===== config.mk =====
export PLATFORM = sky130hd
export DESIGN_NAME = fetch_aligner
export DESIGN_NICKNAME = d
export VERILOG_FILES = /design/src/rtl/fetch_aligner.sv
export SDC_FILE = /design/constraint.sdc
export NUM_CORES = 1
export LEC_CHECK = 0
export ABC_CLOCK_PERIOD_IN_PS = 3100
export BUFFER_PORTS_ARGS = -buffer_cell sky130_fd_sc_hd__buf_2
export CAP_MARGIN = 20
export CORE_UTILIZATION = 45
export CTS_CLUSTER_SIZE = 10
export DETAILED_ROUTE_END_ITERATION = 10
export PLACE_DENSITY = 0.76
export SLEW_MARGIN = 20
export SYNTH_ARGS = -nofsm -noshare
export SYNTH_HDL_FRONTEND = slang
export SYNTH_SLANG_ARGS = --single-unit

===== constraint.sdc =====
create_clock -name clk -period 3.1 [get_ports clk]
set_clock_uncertainty 0.05 [all_clocks]
set_input_delay 0.62 -clock clk [delete_from_list [all_inputs] [get_ports clk]]
set_output_delay 0.62 -clock clk [all_outputs]
set_load 0.02 [all_outputs]

===== src/rtl/fetch_aligner.sv =====
// Fetch aligner: walks a halfword-addressed program memory and hands
// aligned 16/32-bit instructions to decode over a valid/ready bundle.
module fetch_aligner #(
   parameter logic [31:0] RESET_PC  = 32'h0000_0000,
   parameter int unsigned MEM_BYTES = 2048
) (
   input  logic        clk,
   input  logic        reset,
   output logic [31:0] mem_addr,
   input  logic [31:0] mem_rdata,
   input  logic        redirect_valid,
   input  logic [31:0] redirect_pc,
   input  logic        dec_ready,
   output logic        if_valid,
   output logic [31:0] if_instr,
   output logic [31:0] if_pc,
   output logic        if_compressed,
   output logic        halted
);

   typedef enum logic [1:0] {
      IDLE,
      RUN,
      HALT
   } state_t;

   state_t      state;
   state_t      state_nx;
   logic [31:0] pc;
   logic [31:0] redir_tgt;
   logic        is_comp;
   logic [2:0]  isize;
   logic [32:0] pc_end;
   logic        illegal;
   logic        over_bound;
   logic        halt_cond;
   logic        capture;

   assign mem_addr   = pc;
   assign redir_tgt  = redirect_pc & ~32'h1;
   assign is_comp    = mem_rdata[1:0] != 2'b11;
   assign isize      = is_comp ? 3'd2 : 3'd4;
   // One extra bit so a fetch near 2^32 cannot wrap past the bound check
   assign pc_end     = {1'b0, pc} + {30'd0, isize};
   assign illegal    = mem_rdata[15:0] == 16'h0000;
   assign over_bound = pc_end > 33'(MEM_BYTES);
   assign halt_cond  = illegal || over_bound;

   always_ff @(posedge clk or posedge reset) begin
      if (reset) begin
         state <= IDLE;
      end else begin
         state <= state_nx;
      end
   end

   always_comb begin
      state_nx = state;
      case (state)
         IDLE: state_nx = RUN;
         RUN: begin
            if (redirect_valid) begin
               state_nx = RUN;
            end else if (halt_cond) begin
               state_nx = HALT;
            end
         end
         HALT: begin
            if (redirect_valid) begin
               state_nx = RUN;
            end
         end
         default: state_nx = IDLE;
      endcase
   end

   always_comb begin
      halted  = 1'b0;
      capture = 1'b0;
      case (state)
         RUN: begin
            capture = !redirect_valid && !halt_cond
                      && (!if_valid || dec_ready);
         end
         HALT: halted = 1'b1;
         default: begin
            halted  = 1'b0;
            capture = 1'b0;
         end
      endcase
   end

   always_ff @(posedge clk or posedge reset) begin
      if (reset) begin
         pc            <= RESET_PC;
         if_valid      <= 1'b0;
         if_instr      <= '0;
         if_pc         <= '0;
         if_compressed <= 1'b0;
      end else begin
         if (redirect_valid) begin
            pc <= redir_tgt;
         end else if (capture) begin
            pc <= pc + {29'd0, isize};
         end
         // A redirect flushes the bundle even if decode is taking it
         if (redirect_valid) begin
            if_valid <= 1'b0;
         end else if (capture) begin
            if_valid <= 1'b1;
         end else if (dec_ready) begin
            if_valid <= 1'b0;
         end
         if (capture) begin
            if_instr      <= is_comp ? {16'h0000, mem_rdata[15:0]}
                                     : mem_rdata;
            if_pc         <= pc;
            if_compressed <= is_comp;
         end
      end
   end

endmodule

Word-level counts from Yosys, hierarchy flattened
Index checks and enable logic that the tools add are counted.
{ "word_totals": {"out_inout_bits": 99, "in_bits": 68, "regBits": 100} }
{ "op_classes": {"n_eq_ne": 5, "reduce_logical": 12, "n_lt_le_gt_ge": 1, "addsub": 2, "mux": 13} }
{ "ops": {"columns": ["op", "count"], "rows": [
  ["two-way mux 32 bit", 3],
  ["adder 32 x 3 -> 33 bit", 1],
  ["greater-than comparator 33 x 12 -> 1 bit (second input constant)", 1],
  ["adder 32 x 3 -> 32 bit", 1],
  ["zero test 16 bit", 1],
  ["two-way mux 2 bit", 3],
  ["case mux 2 bit (3 select lines)", 1],
  ["two-way mux 1 bit", 5],
  ["inequality test 2 bit (second input constant)", 2],
  ["zero test 1 bit", 3],
  ["two-way mux 3 bit", 1],
  ["inequality test 3 bit (second input constant)", 1],
  ["nonzero test 3 bit", 1],
  ["equality test 2 x 1 -> 1 bit (second input constant)", 1],
  ["equality test 2 bit (second input constant)", 1],
  ["logical AND 1 bit", 2],
  ["zero test 2 bit", 1],
  ["logical OR 1 bit", 2],
  ["AND reduction 2 bit", 1],
  ["nonzero test 2 bit", 1]
]} }

Depth between registers and ports, before layout
{ "depth": {"depth_word": 11, "mapped_depth": 15, "mapped_depth_nobuf": 11} }

Worst setup path after synthesis
OpenSTA, ideal clock, no wires.
{ "synth_timing": {"kind": "input port to flip-flop", "from": "input mem_rdata[1]", "to": "register pc[11], in the netlist mem_addr[11]", "n_path_buf": 3, "setup_ns": 0.087, "t_required_ns": 2.963, "slack_ns": -0.617, "stages": 14, "arrival_ns": 3.581, "path_cell_list": "buf_2 -> clkbuf_1 -> nand2_1 -> ha_1 -> ha_1 -> a31oi_1 -> nand4b_1 -> a2111oi_1 -> o22ai_1 -> nor4_1 -> o2111ai_1 -> nand2b_1 -> clkbuf_1 -> o211ai_1"} }
{ "synth_via": {"elab_chain_len": 10, "word_cells_on_any_way": 14} }
{ "synth_lines": {"columns": ["item", "line_no", "text"], "rows": [
  ["from (decl)", "10", "input logic [31:0] mem_rdata,"],
  ["inequality test 2 bit", "41", "assign is_comp = mem_rdata[1:0] != 2'b11;"],
  ["two-way mux 3 bit", "42", "assign isize = is_comp ? 3'd2 : 3'd4;"],
  ["adder 32 x 3 -> 33 bit", "44", "assign pc_end = {1'b0, pc} + {30'd0, isize};"],
  ["greater-than comparator 33 x 12 -> 1 bit", "46", "assign over_bound = pc_end > 33'(MEM_BYTES);"],
  ["logical OR 1 bit", "47", "assign halt_cond = illegal || over_bound;"],
  ["zero test 1 bit", "82", "capture = !redirect_valid && !halt_cond"],
  ["logical AND 1 bit", "82", null],
  ["logical AND 1 bit", "83", "&& (!if_valid || dec_ready);"],
  ["two-way mux 1 bit", "80", "case (state)"],
  ["nonzero test 2 bit (no line)", null, null],
  ["to (signal assigned)", "102", "pc <= redir_tgt;"],
  ["to (signal assigned)", "104", "pc <= pc + {29'd0, isize};"],
  ["to (decl)", "29", "logic [31:0] pc;"]
]} }
Parallel ways exist; a longest one is shown, timed or not. The select of a mux whose other input is x is not followed.
A chain may end at the register's enable or synchronous reset.

Final worst setup path
{ "layout_timing": {"from": "register pc[3], in the netlist mem_addr[3]", "to": "register pc[7], in the netlist mem_addr[7]"} }
{ "layout_via": {"elab_chain_len": 8, "word_cells_on_any_way": 11} }
{ "layout_lines": {"columns": ["item", "line_no"], "rows": [
  ["adder 32 x 3 -> 33 bit", "44"],
  ["greater-than comparator 33 x 12 -> 1 bit", "46"],
  ["logical OR 1 bit", "47"],
  ["zero test 1 bit", "82"],
  ["logical AND 1 bit", "82"],
  ["logical AND 1 bit", "83"],
  ["two-way mux 1 bit", "80"],
  ["nonzero test 2 bit (no line)", null]
]} }
Parallel ways exist; a longest one is shown, timed or not. The select of a mux whose other input is x is not followed.

==> impl_metrics.env <==
export IMPL_cp_max_fo=9
export IMPL_vias=4341
export IMPL_first_pass_iters=4
export IMPL_min_period_over_period=0.9832
export IMPL_io_buffers=163
export IMPL_yosysMostFrequentCell="dfrtp_1"
export IMPL_ir_drop_v=0.0002903
export IMPL_syn_area_per_cell_sq_um=10.68
export IMPL_synthArstFlopShare=1.000
export IMPL_synth_common_cells="dfrtp_1 (98), mux2_2 (46), nand2_1 (39)"
export IMPL_fp_dieH_um=105.0
export IMPL_ys_seq_elements=98
export IMPL_fin_cells=798
export IMPL_synth_top_area_share=0.5138
export IMPL_ys_seq_area_frac=0.5138
export IMPL_p_per_area_mw_per_mm2=411.6
export IMPL_synth_cell_types=58
export IMPL_overflow=0
export IMPL_fin_hold_ws_ps=280.3
export IMPL_yosys_area_top_type="dfrtp_1"
export IMPL_cts_sinks=98
export IMPL_arrival_ps=3260
export IMPL_place_area_sq_mm=0.006168
export IMPL_power_mw=2.716
export IMPL_criticalPathCategory="flop to flop"
export IMPL_synth_cells=447
export IMPL_synth_ff_type="dfrtp_1"
export IMPL_outcome="complete, no violations"
export IMPL_ios=167
export IMPL_cts_tree="done"
export IMPL_clk_latency_ps=380
export IMPL_post_place_ws_ps=-442.5
export IMPL_drt_iter0_drc=298
export IMPL_critPathLaunch="mem_addr[3]"
export IMPL_design_area_sq_mm=0.006599
export IMPL_syn2layout_area_growth_pct=38.24
export IMPL_drv_slew=0
export IMPL_die_area_sq_mm=0.01102
export IMPL_viasPerCell=5.440
export IMPL_grt_pass1_wl_mm=20.29
export IMPL_p_leak_nw=3.345
export IMPL_timing_fmax_mhz=328.1
export IMPL_ctsRootBufferMaster="clkbuf_8"
export IMPL_place_congestion=0.9350
export IMPL_core_sq_mm=0.01032
export IMPL_setup_ws_ps=51.95
export IMPL_slew_headroom=0.4558
export IMPL_cts_reportedPaths_clkPinSlew_ps=100
export IMPL_worst_setup_path_start_kind="flop"
export IMPL_dp_hpwl_mm=9.366
export IMPL_crit_required_ps=3310
export IMPL_clock_path_buffers=2
export IMPL_totalWireLength_mm=12.98
export IMPL_maxCapViolations=0
export IMPL_synth_area_leaders="dfrtp_1 (51%), mux2_2 (11%), and2_1 (3.7%)"
export IMPL_hold_violations=0
export IMPL_start_util=0.4624
export IMPL_num_antenna_cells=0
export IMPL_drive_above_1_share=0.4924
export IMPL_reg2reg_from="mem_addr[3]"
export IMPL_antenna_found_initial=0
export IMPL_routedWlPerCell_um=16.26
export IMPL_grt_max_degree=67
export IMPL_worst_slew_pin_slew_ps=816.3
export IMPL_numCtsBuffers=9
export IMPL_die_w_um=105.0
export IMPL_num_rows=37
export IMPL_drtAntennaViolNets=0
export IMPL_drc_errors=0
export IMPL_yosysWarnings=0
export IMPL_hp_class="primary input to async pin"
export IMPL_htree_levels=3
export IMPL_grt_pass1_vias=4155
export IMPL_synth_enable_flop_cells=0
export IMPL_cp_end_kind="flop"
export IMPL_grt_use_total=0.2343
export IMPL_post_place_cells=774
export IMPL_syn_area_sq_mm=0.004773
export IMPL_reg2regPathDepth=10
export IMPL_fin_nets=727
export IMPL_finalCriticalPeriod_ps=3048
export IMPL_setup_violations=0
-- critical path, stage by stage, from the launching register on --
cell and delay [ps]:
dfrtp_1 430, nand4_2 140, or4_4 620, nor4_4 300, o22ai_1 150, nor4_4 330, o2111ai_4 180, buf_12 190
clkbuf_16 160, mux2i_1 110, a211o_1 270
-- per-layer routing --
| layer | vias up | wire (um) | track usage |
|---|---|---|---|
| met4 | 0 | 360 | 0.1137 |
| met5 | - | 0 | 0 |
| met3 | 28 | 683 | 0.02745 |
| li1 | 2025 | - | - |
| met2 | 175 | 6358 | 0.3884 |
| met1 | 2113 | 5577 | 0.3057 |
-- flip-flops by register name, indices dropped and copies added (netlist names) --
signal and count:
if_pc 31, if_compressed 1, if_valid 1, state 2, if_instr 32, mem_addr 31
-- per-stage QoR --
| step | utilization | TNS (ps) |
|---|---|---|
| after floorplan | - | -17240 |
| after global placement | 0.5975 | -16100 |
| after detailed placement | 0.5975 | -27070 |
| after CTS | 0.6191 | 0 |
| after global routing | 0.6392 | -209.8 |
| final | 0.6392 | 0 |
-- where the power goes --
part	internal, mW	leakage [nW]	switching [mW]
Combinational	0.229	1.95	0.287
Clock	0.316	0.0962	0.501
Sequential	1.32	1.30	0.0603
-- worst paths after layout --
path	to	slack [ps]
worst max-delay path	mem_addr[7]	50
worst min-delay path	if_instr[8]	280
worst max register to register	mem_addr[7]	50
worst min register to register	if_pc[3]	440
max in group asynchronous	if_pc[3]	2010
min in group clk	mem_addr[30]	420
-- area by class of cell --
class / count / area [sq um]
fillers: 880 / 3725
flip-flops and latches: 98 / 2452
clock buffers: 9 / 123.9
repair buffers: 230 / 1408
multi-input cells: 313 / 2355
clock inverters: 7 / 67.56
inverters: 5 / 22.52
well taps: 136 / 170.2
-- layout by cell type, fill, tap and decap left out, types with 3 or more instances in the layout --
cell and count:
nor4_1 8, or2_2 3, o211ai_1 4, inv_1 3
buf_2 163, o21ai_0 17, o31ai_1 3, nand2_1 38
mux2i_1 6, nor4_4 3, nor4_2 4, inv_8 3
or3_1 4, a31o_2 3, nand3_1 31, nor2_1 11
xnor2_1 10, and4_1 3, nand2b_1 8, a31oi_1 3
nor2b_1 3, o21ai_1 6, and3_1 5, dfrtp_1 98
mux2_2 46, nand4_1 9, buf_12 4, nor3_1 10
and2_1 28, buf_4 60, a211o_1 5, clkbuf_8 9
-- kinds of logic after synthesis --
logic type | count (synthesis) | share of synthesized area
and+or+nand+nor | 182 | 0.2102
DFF | 98 | 0.5138
AOI/OAI and AO/OA | 62 | 0.08912
muxes | 54 | 0.1258
buffers and inverters | 37 | 0.03486
xor gates and xnor gates | 11 | 0.02018
adders and majority gates | 2 | 0.005242
other | 1 | 0.0007856
-- timing repair --
item,CTS,global route
setup endpoints to repair,23,61
pin swaps,1,9
buffers inserted,0,6
gates cloned,0,2
gates resized for setup,5,21
hold buffers,0,0
No activity file was read; power rests on OpenSTA's default activity.
